### src/rtl/mem_arbiter.sv
`default_nettype none
// ============================================================================
// Module   : mem_arbiter
// Brief    : Two-requester (I-cache / D-cache) line-burst arbiter for a single
//            multi-cycle main-memory port. Optional macro MEM_ARB_RR_EN selects
//            round-robin arbitration; the default is fixed D-over-I priority.
// Revision : 1.0 - initial release
// ============================================================================
module mem_arbiter #(
  parameter int LINE_WORDS = 4,
  parameter int ADDR_W     = 32,
  parameter int DATA_W     = 32,
  localparam int BW        = $clog2(LINE_WORDS)
) (
  input  logic              clk_i,
  input  logic              rst_ni,
  input  logic              ic_req_i,
  input  logic              ic_we_i,
  input  logic [ADDR_W-1:0] ic_addr_i,
  input  logic [DATA_W-1:0] ic_wdata_i,
  output logic              ic_gnt_o,
  output logic [BW-1:0]     ic_beat_o,
  output logic              ic_rvalid_o,
  output logic [DATA_W-1:0] ic_rdata_o,
  output logic              ic_done_o,
  input  logic              dc_req_i,
  input  logic              dc_we_i,
  input  logic [ADDR_W-1:0] dc_addr_i,
  input  logic [DATA_W-1:0] dc_wdata_i,
  output logic              dc_gnt_o,
  output logic [BW-1:0]     dc_beat_o,
  output logic              dc_rvalid_o,
  output logic [DATA_W-1:0] dc_rdata_o,
  output logic              dc_done_o,
  output logic              mem_req_o,
  output logic              mem_we_o,
  output logic [ADDR_W-1:0] mem_addr_o,
  output logic [DATA_W-1:0] mem_wdata_o,
  input  logic              mem_ack_i,
  input  logic [DATA_W-1:0] mem_rdata_i
);

  localparam int          OFF       = BW + 2;
  localparam logic [BW-1:0] LAST_BEAT = BW'(LINE_WORDS - 1);

  typedef enum logic [1:0] {
    S_IDLE  = 2'd0,
    S_BURST = 2'd1,
    S_DONE  = 2'd2
  } state_e;

  state_e            state_q, state_d;
  logic              owner_q, owner_d;  // 1 = D-cache owns the port
  logic              we_q, we_d;
  logic [ADDR_W-1:0] base_q, base_d;
  logic [BW-1:0]     beat_q, beat_d;
  logic              pick_dc;
  logic [ADDR_W-1:0] sel_addr;

`ifdef MEM_ARB_RR_EN
  logic last_owner_q, last_owner_d;

  // On a tie, the requester that did not own the previous burst wins.
  always_comb begin
    pick_dc      = dc_req_i && (!ic_req_i || !last_owner_q);
    last_owner_d = last_owner_q;
    if (state_q == S_IDLE && (ic_req_i || dc_req_i)) begin
      last_owner_d = pick_dc;
    end
  end

  always_ff @(posedge clk_i or negedge rst_ni) begin
    if (!rst_ni) begin
      last_owner_q <= 1'b0;
    end else begin
      last_owner_q <= last_owner_d;
    end
  end
`else
  always_comb begin
    pick_dc = dc_req_i;
  end
`endif

  assign sel_addr = pick_dc ? dc_addr_i : ic_addr_i;

  always_ff @(posedge clk_i or negedge rst_ni) begin
    if (!rst_ni) begin
      state_q <= S_IDLE;
      owner_q <= 1'b0;
      we_q    <= 1'b0;
      base_q  <= '0;
      beat_q  <= '0;
    end else begin
      state_q <= state_d;
      owner_q <= owner_d;
      we_q    <= we_d;
      base_q  <= base_d;
      beat_q  <= beat_d;
    end
  end

  always_comb begin
    state_d = state_q;
    owner_d = owner_q;
    we_d    = we_q;
    base_d  = base_q;
    beat_d  = beat_q;
    case (state_q)
      S_IDLE: begin
        if (ic_req_i || dc_req_i) begin
          owner_d = pick_dc;
          we_d    = pick_dc ? dc_we_i : ic_we_i;
          base_d  = {sel_addr[ADDR_W-1:OFF], {OFF{1'b0}}};
          beat_d  = '0;
          state_d = S_BURST;
        end
      end
      S_BURST: begin
        if (mem_ack_i) begin
          if (beat_q == LAST_BEAT) begin
            state_d = S_DONE;
          end else begin
            beat_d = beat_q + 1'b1;
          end
        end
      end
      S_DONE: begin
        beat_d  = '0;
        state_d = S_IDLE;
      end
      default: begin
        state_d = S_IDLE;
      end
    endcase
  end

  logic in_burst;
  logic granted;
  logic rd_beat;

  // Outputs decode registered state only, so an async reset clears them at once.
  always_comb begin
    in_burst    = (state_q == S_BURST);
    granted     = (state_q == S_BURST) || (state_q == S_DONE);
    rd_beat     = in_burst && mem_ack_i && !we_q;

    mem_req_o   = in_burst;
    mem_we_o    = in_burst && we_q;
    mem_addr_o  = in_burst ? (base_q | {{(ADDR_W-OFF){1'b0}}, beat_q, 2'b00}) : '0;
    mem_wdata_o = in_burst ? (owner_q ? dc_wdata_i : ic_wdata_i) : '0;

    ic_gnt_o    = granted && !owner_q;
    ic_beat_o   = ic_gnt_o ? beat_q : '0;
    ic_rvalid_o = rd_beat && !owner_q;
    ic_rdata_o  = ic_rvalid_o ? mem_rdata_i : '0;
    ic_done_o   = (state_q == S_DONE) && !owner_q;

    dc_gnt_o    = granted && owner_q;
    dc_beat_o   = dc_gnt_o ? beat_q : '0;
    dc_rvalid_o = rd_beat && owner_q;
    dc_rdata_o  = dc_rvalid_o ? mem_rdata_i : '0;
    dc_done_o   = (state_q == S_DONE) && owner_q;
  end

endmodule
`default_nettype wire

### config.mk
export PLATFORM = sky130hd
export DESIGN_NAME = mem_arbiter
export DESIGN_NICKNAME = d
export VERILOG_FILES = /design/src/rtl/mem_arbiter.sv
export SDC_FILE = /design/constraint.sdc
export NUM_CORES = 1
export LEC_CHECK = 0
export CAP_MARGIN = 20
export CORE_AREA = 2 2 118 120
export DETAILED_ROUTE_END_ITERATION = 7
export DIE_AREA = 0 0 120 122
export DONT_BUFFER_PORTS = 1
export GPL_ROUTABILITY_DRIVEN = 0
export PLACE_DENSITY = 0.39
export SYNTH_ARGS = -nofsm -noshare
export SYNTH_HDL_FRONTEND = slang
export SYNTH_SLANG_ARGS = --single-unit
export TNS_END_PERCENT = 1
### constraint.sdc
create_clock -name clk_i -period 2.1 [get_ports clk_i]
set_input_delay 0.42 -clock clk_i [delete_from_list [all_inputs] [get_ports clk_i]]
set_output_delay 0.42 -clock clk_i [all_outputs]
set_load 0.01 [all_outputs]
Word level (Yosys, flattened, before mapping)
Cells that the tools add are included.
- input port bits: 167
- logic and storage cells: 49
- output and inout port bits: 140
- bits in registers: 34
- eq/ne operators: 7
- multiplexer cells: 17
- $add $sub $neg: 1
- bitwise operators: 1
- reductions and logical operators: 18
- operator list (kind ; count):
    two-way mux 32 bit ; 6
    bitwise OR 32 x 4 -> 32 bit ; 1
    two-way mux 2 bit ; 8
    logical AND 1 bit ; 9
    case mux 2 bit (3 select lines) ; 1
    equality test 2 bit, second input constant ; 2
    != test 2 x 1 -> 1 bit, second input constant ; 2
    != test 2 bit, second input constant ; 2
    case mux 2 bit (2 select lines) ; 1
    AND reduction 4 bit ; 1
    AND reduction 3 bit ; 1
    nonzero test 3 bit ; 1
    adder 2 x 1 -> 2 bit, second input constant ; 1
    equality test 2 x 1 -> 1 bit, second input constant ; 1
    logical NOT 1 bit ; 2
    logical NOT 2 bit ; 1
    logical OR 1 bit ; 2
    AND reduction 2 bit ; 1
    two-way mux 1 bit ; 1

Depth between registers and ports, before layout
Gate-level depths: netlist (run 1).
- word-level depth: 5
- mapped depth: 7
- gate-level depth less buffers: 5

Least setup slack after synthesis (run 1)
No wires, ideal clock.
- kind: register to output
- start: reg state_q[1]
- end: out dc_rdata_o[11]
- cell stages (with the launch flop): 6
- slack: 0.386 ns
- data required time: 1.680 ns
- buffers on the path: 1
- arrival: 1.294 ns
- path through: dfrtp_1 -> inv_1 -> ha_1 -> and4b_1 -> buf_2 -> and2_1
- word-level cells in the longest chain between the ends: 5
- ends and longest elaborated chain (item ; line ; source):
    start: declaration ; 52 ; state_e state_q, state_d;
    start signal: assignment ; 95 ; state_q <= state_d;
    equality test 2 x 1 -> 1 bit ; 144 ; in_burst = (state_q == S_BURST);
    logical AND 1 bit (2 in a row) ; 146 ; rd_beat = in_burst && mem_ack_i && !we_q;
    logical AND 1 bit ; 161 ; dc_rvalid_o = rd_beat && owner_q;
    via dc_rvalid_o ; 32 ; output logic dc_rvalid_o,
    two-way mux 32 bit ; 162 ; dc_rdata_o = dc_rvalid_o ? mem_rdata_i : '0;
    end: declaration ; 33 ; output logic [DATA_W-1:0] dc_rdata_o,
The timed path passes the listed nets, and every way through them passes these cells.

Worst setup path after layout (run 1)
- start: reg state_q[1]
- end: out ic_rdata_o[28]
- word-level cells in the longest chain between the ends: 5
- ends and longest elaborated chain (item ; line ; source):
    equality test 2 x 1 -> 1 bit ; 144 ;
    logical AND 1 bit (2 in a row) ; 146 ;
    logical AND 1 bit ; 155 ; ic_rvalid_o = rd_beat && !owner_q;
    two-way mux 32 bit ; 156 ; ic_rdata_o = ic_rvalid_o ? mem_rdata_i : '0;
    end: declaration ; 24 ; output logic [DATA_W-1:0] ic_rdata_o,
Every way passes these cells.

==> results of run 1 <==
==> cell usage in the layout (no fill, tap or decap), drive strengths merged <==
cell type,count
a211oi,1
a21oi,1
and2,99
and3,2
and4b,1
and4bb,1
buf,9
clkbuf,7
clkinv,1
conb,2
dfrtp,34
diode,2
dlygate4sd3,1
ha,6
inv,3
mux2,3
mux2i,62
nand2,34
nand2b,1
nor2b,35
nor3b,1
o21ai,30
==> power by group through the flow <==
| stage | clock network [W] | registers (W) | logic (W) |
|---|---|---|---|
| final | 0.000745 | 0.00120 | 0.00235 |
| after global routing | 0.000806 | 0.00125 | 0.00260 |
| after CTS | 0.000781 | 0.00121 | 0.00240 |
| after detailed placement | 0 | 0.00120 | 0.00236 |
| after global placement | 0 | 0.00120 | 0.00234 |
| after floorplan | 0 | 0.00110 | 0.00201 |
==> timing repair <==
item,4_1_cts,5_1_grt
setup buffers,0,0
pin swaps,0,1
setup endpoints to repair,65,65
resized for setup,5,2
hold buffers,2,0
hold endpoints to repair,34,0
==> cell type report <==
cell class / count / area, um^2 / share of cell area
clock buffers: 7 / 143 / 0.0426
well taps: 180 / 225 / 0.0672
multi-input cells: 279 / 1970 / 0.588
repair buffers: 10 / 140 / 0.0418
diodes: 2 / 5.00 / 0.00149
inverters: 3 / 11.3 / 0.00336
flip-flops and latches: 34 / 852 / 0.254
clock inverters: 1 / 5.00 / 0.00149
==> critical path, stage by stage (launching register included) <==
cell and delay [ns]:
dfrtp_1 0.42, inv_2 0.11, ha_4 0.17, and4bb_2 0.27
buf_12 0.17, and2_1 0.20
==> state kept, by name (all words and copies together), names as in the netlist <==
signal and count:
we_q 1, base_q 28, beat_q 2, owner_q 1, state_q 2
==> cells by family after synthesis <==
family,after synthesis,share of synthesized area
compound gates,32,0.0599
mux,65,0.220
fa+ha+maj,6,0.0251
flops,34,0.285
simple gates,174,0.344
other cells,1,0.00126
buf+inv,33,0.0645
==> stage by stage <==
stage | util | instance area [um^2] | setup TNS, ns | setup WS, ns
final | 0.248 | 3350 | 0 | 0.0700
after CTS | 0.248 | 3340 | 0 | 0.00940
after global placement | 0.233 | 3150 | 0 | 0.268
after detailed placement | 0.233 | 3150 | 0 | 0.245
after global routing | 0.248 | 3350 | -0.981 | -0.0364
after floorplan | - | 2990 | 0 | 0.386
==> metal layers <==
metal,vias to the layer above,part of all wire
met5,-,0
met1,1047,0.41
met2,155,0.49
met3,8,0.088
met4,0,0.013
li1,1095,-
==> worst paths after layout <==
kind / endpoint / cells after the start
worst min-delay path: owner_q / 2
max in group asynchronous: owner_q / 2
worst max register to register: beat_q[0] / 5
min in group asynchronous: base_q[24] / 2
worst max-delay path: ic_rdata_o[28] / 5
worst min register to register: base_q[11] / 2
==> impl_metrics.env, run 1 <==
export IMPL_layoutNonFillerInstCount=516
export IMPL_core_mm2=0.0135
export IMPL_netSwitchingPower_w=0.00188
export IMPL_grt_pass1_wl_um=12700
export IMPL_power_w=0.00429
export IMPL_detail_route_antenna_nets=0
export IMPL_cts_inserted_buffers=5
export IMPL_antenna_found_initial=2
export IMPL_clk_pin_slew_ns=0.05
export IMPL_drtPass1Iterations=4
export IMPL_status="finished, final reports clean"
export IMPL_start_util=0.221
export IMPL_hold_slack_ns=0.257
export IMPL_fmax_ghz=0.493
export IMPL_overflow=0
export IMPL_synth_edf_count=0
export IMPL_rsz0062_at_grt="yes"
export IMPL_avgSynthCellArea_um2=8.65
export IMPL_synth_commonest_cells="and2_1, mux2i_1, nor2b_1, dfrtp_1, nand2_1"
export IMPL_rr_startpoint="state_q[0]"
export IMPL_use_met1=0.144
export IMPL_hold_viol=0
export IMPL_synth_top_area_share=0.285
export IMPL_fillerInstances=1450
export IMPL_ys_flop_type="dfrtp_1"
export IMPL_end_kind="output pin"
export IMPL_synth_area_leaders="dfrtp_1, mux2i_1, and2_1"
export IMPL_p_sw_frac=0.437
export IMPL_internal_power_w=0.00241
export IMPL_maxCapViolations=0
export IMPL_slew_headroom=0.621
export IMPL_ir_drop_mv=0.382
export IMPL_yosysSeqAreaShare=0.285
export IMPL_htree_levels=2
export IMPL_p_comb_frac=0.547
export IMPL_routed_wl_um=9560
export IMPL_busiest_layer="met2"
export IMPL_rows=43
export IMPL_cp_startpoint="state_q[1]"
export IMPL_hp_start="dc_req_i"
export IMPL_ys_types=25
export IMPL_finalCriticalPeriod_ns=2.03
export IMPL_start_kind="register"
export IMPL_grt_pass1_vias=2075
export IMPL_worstMarginPinSlew_ns=0.566
export IMPL_num_vias=2305
export IMPL_track_usage=0.117
export IMPL_ff2ff_setup_slack_ns=0.37
export IMPL_wl_per_cell_um=18.5
export IMPL_cts_tree="yes"
export IMPL_setup_viol=0
export IMPL_path_max_fanout=33
export IMPL_power_density_mw_per_mm2=1280
export IMPL_met2_usage=0.200
export IMPL_crit_arrival_ns=1.61
export IMPL_finalClockSkew_ns=0.00407
export IMPL_place_inst=504
export IMPL_critPathRequiredTime_ns=1.68
export IMPL_path_class="register to output pin"
export IMPL_drive_gt1_frac=0.0928
export IMPL_ioPinCount=307
export IMPL_die_y_um=122
export IMPL_synth_cells=345
export IMPL_clkLatencyLatePin_ns=0.28
export IMPL_vias_per_cell=4.47
export IMPL_port_buffers=0
export IMPL_leakagePower_nw=1.53
export IMPL_die_width_um=120
export IMPL_power_share_clock=0.173
export IMPL_nets=506
export IMPL_drt_iter0_markers=59
export IMPL_slew_viol_final=0
export IMPL_ys_warn_count=0
export IMPL_drc=0
export IMPL_synth_top_area_cell="dfrtp_1"
export IMPL_synthArstFlopShare=1.00
export IMPL_grt_max_degree=39
export IMPL_p_seq_frac=0.280
export IMPL_cts_sinks=34
export IMPL_grt_use_met3=0.0332
export IMPL_synth_area_mm2=0.00299
export IMPL_synth_ff_latch_count=34
export IMPL_root_buffer="clkbuf_16"
export IMPL_yosysMostFrequentCell="and2_1"
export IMPL_fin_crit_sh=0.967
export IMPL_dieArea_mm2=0.0146
export IMPL_area_delta_synth_final_pct=12.2
export IMPL_hpwlAfterDp_um=7880
export IMPL_clockBufferDepth=2
export IMPL_hp_class="input port to register"
No activity file was read; power rests on OpenSTA's default activity.
==> inputs of run 2 (changes only) <==
Settings changed: CTS_CLUSTER_SIZE from default to 16.
==> results of run 2 <==
Same layout as run 1: the final DEF is identical, and so are final timing and power.
